`config.mk`:
```
export PLATFORM = sky130hd
export DESIGN_NAME = timer_counter
export DESIGN_NICKNAME = d
export VERILOG_FILES = /design/src/rtl/timer_counter_pkg.sv /design/src/rtl/timer_counter_byte_merge.sv /design/src/rtl/timer_counter.sv
export SDC_FILE = /design/constraint.sdc
export NUM_CORES = 1
export LEC_CHECK = 0
export CAP_MARGIN = 20
export CELL_PAD_IN_SITES_DETAIL_PLACEMENT = 0
export CELL_PAD_IN_SITES_GLOBAL_PLACEMENT = 1
export CORE_ASPECT_RATIO = 2
export CORE_MARGIN = 4
export CORE_UTILIZATION = 38
export DETAILED_ROUTE_END_ITERATION = 10
export PLACE_DENSITY_LB_ADDON = 0.1
export SLEW_MARGIN = 20
export SYNTH_ARGS = -nofsm -noshare
export SYNTH_HDL_FRONTEND = slang
export SYNTH_SLANG_ARGS = --single-unit
```
`constraint.sdc`:
```
create_clock -name clk -period 4.25 [get_ports clk]
set_input_delay 0.425 -clock clk [delete_from_list [all_inputs] [get_ports clk]]
set_output_delay 0.425 -clock clk [all_outputs]
set_load 0.02 [all_outputs]
```
`src/rtl/timer_counter_pkg.sv`:
```
// rtl/timer_counter_pkg.sv - shared types and constants for the countdown timer
package timer_counter_pkg;

    typedef enum logic [1:0] {
        ST_IDLE = 2'd0,
        ST_LOAD = 2'd1,
        ST_CNT  = 2'd2,
        ST_INT  = 2'd3
    } state_e;

    localparam logic [1:0] OFF_CTRL   = 2'd0;
    localparam logic [1:0] OFF_PRESET = 2'd1;
    localparam logic [1:0] OFF_COUNT  = 2'd2;

    localparam int CTRL_EN      = 0;
    localparam int CTRL_MODE_LO = 1;
    localparam int CTRL_MODE_HI = 2;
    localparam int CTRL_IM      = 3;

    localparam logic [1:0] MODE_ONESHOT = 2'b00;
    localparam logic [1:0] MODE_RELOAD  = 2'b01;

    // Codes 10 and 11 fall back to one-shot behaviour.
    function automatic logic is_reload(input logic [1:0] mode);
        return mode == MODE_RELOAD;
    endfunction

endpackage

```
`src/rtl/timer_counter_byte_merge.sv`:
```
// rtl/timer_counter_byte_merge.sv - lane-masked merge of a store into an existing word
module byte_merge (
    input  logic [31:0] old_i,
    input  logic [31:0] new_i,
    input  logic [3:0]  byteen_i,
    output logic [31:0] merged_o
);

    always_comb begin
        merged_o = old_i;
        for (int i = 0; i < 4; i++) begin
            if (byteen_i[i]) begin
                merged_o[8*i +: 8] = new_i[8*i +: 8];
            end
        end
    end

endmodule

```
`src/rtl/timer_counter.sv`:
```
// rtl/timer_counter.sv - memory-mapped countdown timer with one-shot/auto-reload and irq
module timer_counter
    import timer_counter_pkg::*;
(
    input  logic        clk,
    input  logic        reset,
    input  logic [31:0] addr,
    input  logic [3:0]  byteen,
    input  logic [31:0] wdata,
    output logic [31:0] rdata,
    output logic        irq
);

    logic [3:0]  ctrl_q;
    logic [31:0] preset_q;
    logic [31:0] count_q;
    logic        irq_pend_q;
    state_e      state_q;

    logic [31:0] ctrl_d;
    logic [31:0] preset_d;
    logic [1:0]  offset;
    logic        wr_any;
    logic        ctrl_wr;
    logic        preset_wr;
    logic        reload_mode;
    logic        addr_unused;
    logic        ctrl_d_unused;

    assign offset      = addr[3:2];
    assign wr_any      = |byteen;
    assign ctrl_wr     = wr_any && (offset == OFF_CTRL);
    assign preset_wr   = wr_any && (offset == OFF_PRESET);
    assign reload_mode = is_reload(ctrl_q[CTRL_MODE_HI:CTRL_MODE_LO]);

    assign addr_unused   = ^{addr[31:4], addr[1:0]};
    assign ctrl_d_unused = ^ctrl_d[31:4];

    byte_merge u_ctrl_merge (
        .old_i    ({28'd0, ctrl_q}),
        .new_i    (wdata),
        .byteen_i (byteen),
        .merged_o (ctrl_d)
    );

    byte_merge u_preset_merge (
        .old_i    (preset_q),
        .new_i    (wdata),
        .byteen_i (byteen),
        .merged_o (preset_d)
    );

    // Statement order matters: FSM irq set overrides the CTRL-write clear,
    // and a CTRL write overrides the one-shot EN clear in INT.
    always_ff @(posedge clk) begin
        if (reset) begin
            ctrl_q     <= 4'd0;
            preset_q   <= 32'd0;
            count_q    <= 32'd0;
            irq_pend_q <= 1'b0;
            state_q    <= ST_IDLE;
        end else begin
            if (ctrl_wr && !reload_mode) begin
                irq_pend_q <= 1'b0;
            end

            case (state_q)
                ST_IDLE: begin
                    if (ctrl_q[CTRL_EN]) begin
                        state_q <= ST_LOAD;
                    end
                end
                ST_LOAD: begin
                    count_q <= preset_q;
                    state_q <= ST_CNT;
                end
                ST_CNT: begin
                    if (!ctrl_q[CTRL_EN]) begin
                        state_q <= ST_IDLE;
                    end else if (count_q > 32'd1) begin
                        count_q <= count_q - 32'd1;
                    end else begin
                        count_q    <= 32'd0;
                        irq_pend_q <= 1'b1;
                        state_q    <= ST_INT;
                    end
                end
                ST_INT: begin
                    if (reload_mode) begin
                        irq_pend_q <= 1'b0;
                        state_q    <= ST_LOAD;
                    end else begin
                        ctrl_q[CTRL_EN] <= 1'b0;
                        state_q         <= ST_IDLE;
                    end
                end
                default: begin
                    state_q <= ST_IDLE;
                end
            endcase

            if (ctrl_wr) begin
                ctrl_q <= ctrl_d[3:0];
            end
            if (preset_wr) begin
                preset_q <= preset_d;
            end
        end
    end

    always_comb begin
        rdata = 32'd0;
        case (offset)
            OFF_CTRL:   rdata = {28'd0, ctrl_q};
            OFF_PRESET: rdata = preset_q;
            OFF_COUNT:  rdata = count_q;
            default:    rdata = 32'd0;
        endcase
    end

    assign irq = irq_pend_q & ctrl_q[CTRL_IM];

endmodule

```
==> flow_summary_export.csv, run 1 <==
group,metric,value,unit
clock_tree,cts_buffers,9,
sta,fin_skew,0.00724,ns
global_route,grt_overflow,0,
sta,tightest_slew,1.01,ns
routing,drcViolationCount,0,
place,dp.cells,708,
floorplan,rows,52,
routing,via_per_inst,5.62,
place,place.port_buffers,72,
floorplan,die_area,0.0122,mm2
routing,drtPass1Iterations,4,
global_route,grt_pass1_wl,21100,um
routing,dr.first_iter.drc_count,196,
place,dp_hpwl,9300,um
critical_path,crit_top_cell,"clkdlybuf4s50_1",
sta,max_freq,316,MHz
global_route,grt_usage,21.8,%
routing,wirelength,13000,um
sta,final-setup-viol-count,0,
critical_path,cp_slowest_cell,"clkdlybuf4s50_1",
clock_tree,cts_max_path_buffers,2,
yosys,ys_types,43,
yosys,synth_top_flop_cell,"dfxtp_1",
floorplan,ios,103,
critical_path,cp.arrival,2.74,ns
layout,fin_cells,724,
clock_tree,cts-root-buf,"clkbuf_16",
clock_tree,cts.sinks,71,
power,ir_drop,0.250,mV
layout,area_delta_synth_final,28.5,%
sta,slew_headroom,32.7,%
floorplan,core,0.0101,mm2
routing,vias,4068,
layout,mostFrequentLayoutCell,"nand2_1",
clock_tree,holdBufCountCts,0,
routing,wire_per_inst,17.9,um
critical_path,path_max_fanout,34,
yosys,avgSynthCellArea,7.42,um2
place,gp_congestion,0.827,
layout,fin_util,50.0,%
clock_tree,clk-insertion-delay-late,0.33,ns
status,outcome,"completed",
flow_run,timing.max_cap.violations,0,
layout,mostFrequentLayoutCells,"nand2_1, dfxtp_1, clkdlybuf4s50_1",
yosys,yosys_warnings,0,
critical_path,worstPathRequired,3.83,ns
global_route,grt_pass1_vias,4204,
yosys,synth_cells,532,
yosys,synthesis.nets,604,
critical_path,cpPeakStageDelay,0.61,ns
worst_hold_path,hold_path.class,"reg2reg",
yosys,yosysSeqAreaShare,36.0,%
sta,setup_tns,0,ns
yosys,ys_ff_latch,71,
critical_path,worstPathCellList,"clkdlybuf4s50_1, nor2b_4, buf_12, a22o_1, clkdlybuf4s50_1",
sta,grt_setup_unrepaired,"false",
yosys,async_flop_share,0,%
clock_tree,tritoncts,"built",
routing,antenna_left,0,
layout,drive_gt1_share,6.45,%
critical_path,cp-end-kind,"output port",
clock_tree,htreeDepth,3,
sta,period_needed,3.16,ns
clock_tree,path_clk_slew,0.06,ns
clock_tree,cts_setup_buffers,0,
critical_path,critPathKind,"in2out",
power,p_leak,1.82,nW
layout,antenna_cells,0,
critical_path,cp-start-kind,"input port",
sta,fin_crit_sh,74.4,%
global_route,antenna_found_initial,0,
floorplan,die_w,80.0,um
sta,hold_viol_final,0,
sta,timing.final.max_slew_violations,0,
floorplan,initial_core_util,38.9,%
clock_tree,post_cts_resized,0,
layout,fin_nets,656,
sta,fin_hold_ws,0.468,ns
yosys,netlist_area,0.00395,mm2
floorplan,die_h,152,um
global_route,grt_max_degree,49,
power,cellPowerDensity,346,mW/mm2
yosys,synth_edf_count,0,
-- final timing paths --
| kind | cells past startpoint | end | slack, ns | startpoint |
|---|---|---|---|---|
| max | 5 | rdata[29] | 1.09 | addr[2] |
| min | 2 | preset_q[5] | 0.47 | preset_q[5] |
| max reg2reg | 7 | count_q[0] | 1.44 | count_q[3] |
| min reg2reg | 2 | preset_q[5] | 0.47 | preset_q[5] |
-- power breakdown --
part	total, W	internal, W	switching (W)
combinational	0.000293	0.000123	0.000170
sequential	0.000706	0.000685	0.0000215
clock	0.000753	0.000467	0.000286
total	0.00175	0.00127	0.000478
-- final cells by class --
cell class / count / area (um2)
fill: 1086 / 5080
clock inverter: 6 / 60.1
tap: 135 / 169
timing repair buffer: 81 / 803
multi-input combinational: 409 / 2330
inverter: 12 / 45.0
clock buffer: 10 / 239
sequential: 71 / 1420
-- worst max-delay path: cells and delay by family --
family / cells / cell delay (ns)
and+or+nand+nor: 1 / 0.60
AOI/OAI and AO/OA: 1 / 0.18
buffers and inverters: 3 / 1.48
-- through the flow --
stage / instance area [um2] / setup slack, ns / power, W
floorplan: 3950 / 1.91 / 0.000905
global placement: 4760 / 1.08 / 0.00101
detailed placement: 4770 / 1.08 / 0.00101
CTS: 5070 / 1.08 / 0.00178
global route: 5070 / 0.973 / 0.00183
finish: 5070 / 1.09 / 0.00175
-- flip-flops by register name, indices dropped and copies added (netlist names) --
name / cells
ctrl_q: 4
count_q: 32
preset_q: 32
irq_pend_q: 1
state_q: 2
-- logic make-up after synthesis --
group	synth area share, %
AND/OR/NAND/NOR	27.2
XOR/XNOR	1.55
adder cells (fa/ha/maj)	0.634
flip-flops	36.0
multiplexers	1.78
AO/OA/AOI/OAI	27.6
buffers and inverters	5.17
-- synth_stat cells (all sizes together), types with 5 or more instances --
cell | count | area share [%]
a22o | 28 | 6.2
o21a | 6 | 1.1
nand2b | 7 | 1.1
a211oi | 21 | 4.0
nor4 | 10 | 2.1
dfxtp | 71 | 36
nand3 | 44 | 5.6
xor2 | 6 | 1.3
or4 | 8 | 1.7
or3 | 9 | 1.4
nor2b | 5 | 0.79
inv | 12 | 1.1
clkbuf | 38 | 3.6
a21oi | 58 | 7.4
nand2 | 74 | 7.1
o21ai | 42 | 5.3
mux2i | 7 | 1.8
nor2 | 40 | 3.8
nor3 | 14 | 1.8
-- layer usage --
layer	GRT usage [%]	up-vias	part of all wire (%)
li1	-	2028	-
met1	26.7	1948	42
met2	38.6	80	53
met3	2.73	12	3.6
met4	6.93	0	1.5
met5	0	-	0
(Power assumes the default switching activity.)
==> inputs of run 2 (changes only) <==
--- a/config.mk
+++ b/config.mk
@@ -10,7 +10,7 @@
 export CELL_PAD_IN_SITES_GLOBAL_PLACEMENT = 1
 export CORE_ASPECT_RATIO = 2
 export CORE_MARGIN = 4
-export CORE_UTILIZATION = 38
+export CORE_UTILIZATION = 32
 export DETAILED_ROUTE_END_ITERATION = 10
 export PLACE_DENSITY_LB_ADDON = 0.1
 export SLEW_MARGIN = 20
==> constraint.sdc (replaced) <==
create_clock -name clk -period 2.65 [get_ports clk]
set_input_delay 0.265 -clock clk [delete_from_list [all_inputs] [get_ports clk]]
set_output_delay 0.265 -clock clk [all_outputs]
set_load 0.02 [all_outputs]
==> run 2 against run 1 <==
  * Sequential power is 60% higher
  * Routed wire length is 5.9% higher
  * Sequential cell count stayed put
  * Combinational power is 73% higher
  * Via count is 3.7% higher
  * Utilization is 6.1 points lower
  * Clock skew is 0.0014 ns higher
  * Global-route usage is 2.1 points lower
  * Hold slack better by 0.0039 ns
  * Cell count is 4.4% higher
  * Non-clock buffer count is 20 higher
  * Largest power group unchanged
==> flow_summary_export.csv, run 2 (same netlist as run 1, synthesis figures left out) <==
group,metric,value,unit
status,outcome,"completed",
worst_hold_path,holdPathStages,2,
routing,via_per_inst,5.58,
global_route,grt_overflow,0,
layout,mostFrequentLayoutCells,"nand2_1, dfxtp_1, clkdlybuf4s50_1",
critical_path,path_max_fanout,8,
sta,hold_viol_final,0,
routing,dr.first_iter.drc_count,221,
global_route,antenna_found_initial,0,
critical_path,reg2reg_depth,6,
sta,max_freq,397,MHz
global_route,grt_pass1_wl,21900,um
place,gp_congestion,0.826,
critical_path,critPathKind,"reg2reg",
global_route,grt_use_met2,33.7,%
critical_path,cp-start-kind,"flop",
power,seqPwrFrac,36.6,%
power,ir_drop,0.347,mV
global_route,grt_usage,19.7,%
floorplan,core,0.0121,mm2
layout,area_delta_synth_final,34.8,%
clock_tree,tritoncts,"built",
sta,timing.final.max_slew_violations,0,
floorplan,die_w,86.5,um
clock_tree,htreeDepth,3,
clock_tree,clk-insertion-delay-late,0.34,ns
sta,period_needed,2.52,ns
place,place.port_buffers,72,
global_route,grt.busiest_layer,"met2",
sta,final-setup-viol-count,0,
worst_hold_path,hold_start,"preset_q[20]",
clock_tree,cts_setup_buffers,0,
place,placed_cell_area,0.00496,mm2
sta,slew_headroom,47.6,%
power,p_leak,1.96,nW
sta,fin_crit_sh,95.1,%
power,internal_power,0.00227,W
floorplan,die_h,165,um
layout,multiInputGateArea,0.00233,mm2
layout,final_cell_area,0.00532,mm2
clock_tree,cts.sinks,71,
layout,mostFrequentLayoutCell,"nand2_1",
sta,fin_hold_ws,0.472,ns
clock_tree,post_cts_resized,0,
clock_tree,cts_max_path_buffers,2,
layout,seqCellArea,0.00142,mm2
global_route,grt_max_degree,38,
routing,wire_per_inst,18.2,um
routing,drtPass1Iterations,5,
sta,tightest_slew,0.786,ns
clock_tree,holdBufCountCts,0,
layout,antenna_cells,0,
critical_path,r2r_start,"count_q[4]",
routing,wirelength,13700,um
clock_tree,cts_buffers,9,
power,swShare,26.5,%
critical_path,worstPathRequired,2.89,ns
global_route,use_met3,2.75,%
worst_hold_path,hold_path.class,"reg2reg",
critical_path,cp.arrival,2.76,ns
floorplan,rows,57,
critical_path,ff2ff_setup_slack,0.13,ns
place,dp_hpwl,9980,um
critical_path,r2r-end,"count_q[27]",
sta,fin_skew,0.00861,ns
layout,fin_nets,676,
clock_tree,cts-root-buf,"clkbuf_16",
clock_tree,path_clk_slew,0.06,ns
power,cellPowerDensity,581,mW/mm2
sta,grt_setup_unrepaired,"false",
layout,drive_gt1_share,9.36,%
global_route,grt_pass1_vias,4260,
power,combPwrFrac,16.4,%
layout,nFillCells,1312,
routing,vias,4218,
power,clkPwrFrac,47.0,%
critical_path,cp-end-kind,"flop",
sta,setup_tns,0,ns
routing,antenna_left,0,
power,switching_power,0.000818,W
layout,top_regs,"count_q (32), preset_q (32), ctrl_q (4)",
worst_hold_path,hold_path_end,"preset_q[20]",
routing,drcViolationCount,0,
global_route,global_route.usage.met1,24.1,%
floorplan,initial_core_util,32.5,%
flow_run,timing.max_cap.violations,0,
floorplan,die_area,0.0143,mm2
critical_path,timing.critical_path.from,"count_q[4]",
floorplan,ios,103,
==> run 2: final cells by class <==
cell class / count / area share, %
Timing Repair Buffer: 101 / 18.5
Clock buffer: 10 / 4.49
Tap cell: 147 / 3.46
Sequential cell: 71 / 26.7
Multi-Input combinational cell: 409 / 43.8
Clock inverter: 6 / 2.19
Inverter: 12 / 0.847
==> run 2: per-layer routing <==
layer  wire [um]  share of wire [%]  vias up
met4         377                2.7        0
met5           0                  0        -
met1        5860                 43     2000
li1            -                  -     2070
met2        6980                 51      124
met3         530                3.9       24
==> run 2: stage by stage <==
step | instances | utilization, % | setup slack [ns] | power, W
floorplan | 532 | - | 0.310 | 0.00145
global placement | 740 | 40.9 | 0.124 | 0.00166
detailed placement | 740 | 40.9 | 0.127 | 0.00166
CTS | 756 | 43.9 | 0.119 | 0.00311
global route | 756 | 43.9 | 0.00984 | 0.00320
finish | 756 | 43.9 | 0.131 | 0.00309
==> run 2: worst max-delay path, stage by stage (launching register included) <==
cell and delay (ns):
dfxtp_1 0.36, or4_4 0.57, or4_4 0.62, nor4_4 0.36, nand2_2 0.09, a21o_1 0.18
a221oi_2 0.25
==> run 2: how the worst max path moves through the flow <==
stage	endpoint	slack, ns	cells after the start
2_1_floorplan	count_q[27]	0.31	7
3_3_place_gp	rdata[3]	0.12	6
3_5_place_dp	rdata[3]	0.13	6
4_1_cts	rdata[3]	0.12	6
5_1_grt	count_q[27]	0.01	6
6_report	count_q[27]	0.13	6
==> run 2: power by group through the flow <==
stage,registers (W),clock network [W],logic (W)
after floorplan,0.00114,0,0.000309
after global placement,0.00115,0,0.000506
after detailed placement,0.00115,0,0.000508
after CTS,0.00113,0.00147,0.000511
after global routing,0.00113,0.00151,0.000559
final,0.00113,0.00145,0.000508
==> inputs of run 3 (changes only) <==
==> constraint.sdc (replaced) <==
create_clock -name clk -period 2.1 [get_ports clk]
set_input_delay 0.21 -clock clk [delete_from_list [all_inputs] [get_ports clk]]
set_output_delay 0.21 -clock clk [all_outputs]
set_load 0.02 [all_outputs]
==> run 3 against run 2 <==
  * The run now ends with negative setup slack left
  * Clock power about the same
  * Combinational power rose by 57%
  * Fmax rose by 6.7%
  * Clock skew rose by 0.0013 ns
  * Non-clock buffer count rose by 50
  * Routed wire length grew 5.5%
  * Largest cell class unchanged
  * Hold slack worse by 0.066 ns
  * Global-route usage is 1.3 points higher
  * Setup slack got worse by 0.39 ns
  * Die area unchanged
  * Total power is 18% higher
  * Highest routed layer unchanged
==> flow_summary_export.csv, run 3 (same netlist as run 1, synthesis figures left out) <==
group,metric,value,unit
global_route,grt_usage,21.0,%
layout,mostFrequentLayoutCell,"buf_4",
power,p_leak,2.32,nW
floorplan,die_w,86.5,um
sta,max_freq,424,MHz
sta,period_needed,2.36,ns
floorplan,die_h,165,um
critical_path,path_max_fanout,4,
floorplan,rows,57,
critical_path,ff2ff_setup_slack,-0.26,ns
routing,via_per_inst,5.48,
routing,drtPass1Iterations,5,
global_route,antenna_found_initial,0,
critical_path,worstPathRequired,2.35,ns
sta,setup_tns,-5.60,ns
sta,fin_crit_sh,112,%
layout,area_delta_synth_final,44.4,%
critical_path,critPathKind,"reg2reg",
layout,fin_nets,726,
critical_path,cp.arrival,2.61,ns
critical_path,reg2reg_depth,6,
routing,wirelength,14500,um
floorplan,ios,103,
clock_tree,clk-insertion-delay-late,0.34,ns
place,gp_congestion,0.856,
clock_tree,htreeDepth,3,
status,outcome,"finished, violations left",
global_route,grt_pass1_vias,4521,
critical_path,r2r-end,"count_q[29]",
sta,tightest_slew,0.622,ns
clock_tree,holdBufCountCts,0,
critical_path,cp-start-kind,"flop",
sta,fin_hold_ws,0.406,ns
power,cellPowerDensity,641,mW/mm2
layout,antenna_cells,0,
flow_run,timing.max_cap.violations,0,
clock_tree,cts-root-buf,"clkbuf_16",
worst_hold_path,hold_path.class,"in2reg",
place,place_ws,-0.241,ns
routing,antenna_left,0,
routing,wire_per_inst,18.1,um
place,place.port_buffers,72,
routing,dr.first_iter.drc_count,178,
critical_path,cp-end-kind,"flop",
clock_tree,cts_max_path_buffers,2,
clock_tree,path_clk_slew,0.06,ns
status,violations,"negative setup slack",
layout,drive_gt1_share,19.2,%
global_route,grt_pass1_wl,23200,um
layout,top_regs,"count_q (32), preset_q (32), ctrl_q (4)",
routing,vias,4403,
global_route,grt_max_degree,33,
clock_tree,cts.sinks,71,
floorplan,die_area,0.0143,mm2
critical_path,r2r_start,"count_q[8]",
place,dp_hpwl,11000,um
critical_path,endpoint,"count_q[29]",
layout,mostFrequentLayoutCells,"buf_4, nand2_1, dfxtp_1",
global_route,grt_overflow,0,
sta,timing.final.max_slew_violations,0,
sta,hold_viol_final,0,
sta,final-setup-viol-count,33,
clock_tree,cts_buffers,9,
clock_tree,tritoncts,"built",
power,ir_drop,0.454,mV
sta,worst_slack,-0.260,ns
critical_path,timing.critical_path.from,"count_q[8]",
sta,slew_headroom,58.5,%
floorplan,core,0.0121,mm2
sta,fin_skew,0.00992,ns
routing,drcViolationCount,0,
sta,grt_setup_unrepaired,"true",
floorplan,initial_core_util,32.5,%
==> run 3: worst max-delay path, cell delays in order, from the launching register on <==
cell     delay (ns)
dfxtp_2        0.31
or4_4          0.54
or4_4          0.53
nor4_4         0.38
nand4_1        0.15
xor2_1         0.17
a21oi_1        0.18
==> run 3: layer usage <==
layer  global-route usage [%]  wire (um)  vias to the layer above
met1                     23.1       5670                     2097
met4                     9.79        446                        0
met5                        0          0                        -
li1                         -          -                     2173
met3                     3.49        478                       25
met2                     38.5       7910                      108
==> run 3: power breakdown <==
group	switching, W	internal [W]	leakage [nW]
logic	0.000412	0.000388	1.61
clock network	0.000561	0.000874	0.136
registers	0.0000297	0.00139	0.577
total	0.00100	0.00265	2.32
==> run 3: final cells by class <==
class                           instances  area (um2)
Fill cell                            1292        6430
Inverter                               12        45.0
Sequential cell                        71        1430
Tap cell                              147         184
Timing Repair Buffer                  151        1330
Clock buffer                           12         267
Multi-Input combinational cell        409        2440
Clock inverter                          1        5.00
==> run 3: metrics by stage <==
stage          power (W)  cell area, um2  std cells  util (%)
3_5_place_dp     0.00221            5380        789      44.4
4_1_cts          0.00369            5680        803      46.8
5_1_grt          0.00383            5700        803      47.0
2_1_floorplan    0.00185            3980        532         -
3_3_place_gp     0.00220            5380        789      44.4
6_report         0.00365            5700        803      47.0
==> run 3: timing repair <==
action                                  in CTS  in global routing
pin swaps                                    5                  3
endpoints found under the hold margin        0                  0
endpoints found under the setup margin      65                 44
buffers inserted                             1                  0
gates resized for setup                     44                 18
==> run 3: worst min-delay path by stage <==
stage                      start           end  cells past startpoint
floorplan               wdata[0]     ctrl_q[0]                      2
global placement    preset_q[14]  preset_q[14]                      2
detailed placement  preset_q[17]  preset_q[17]                      2
CTS                        reset  preset_q[28]                      2
global route               reset  preset_q[15]                      2
finish                     reset  preset_q[28]                      2
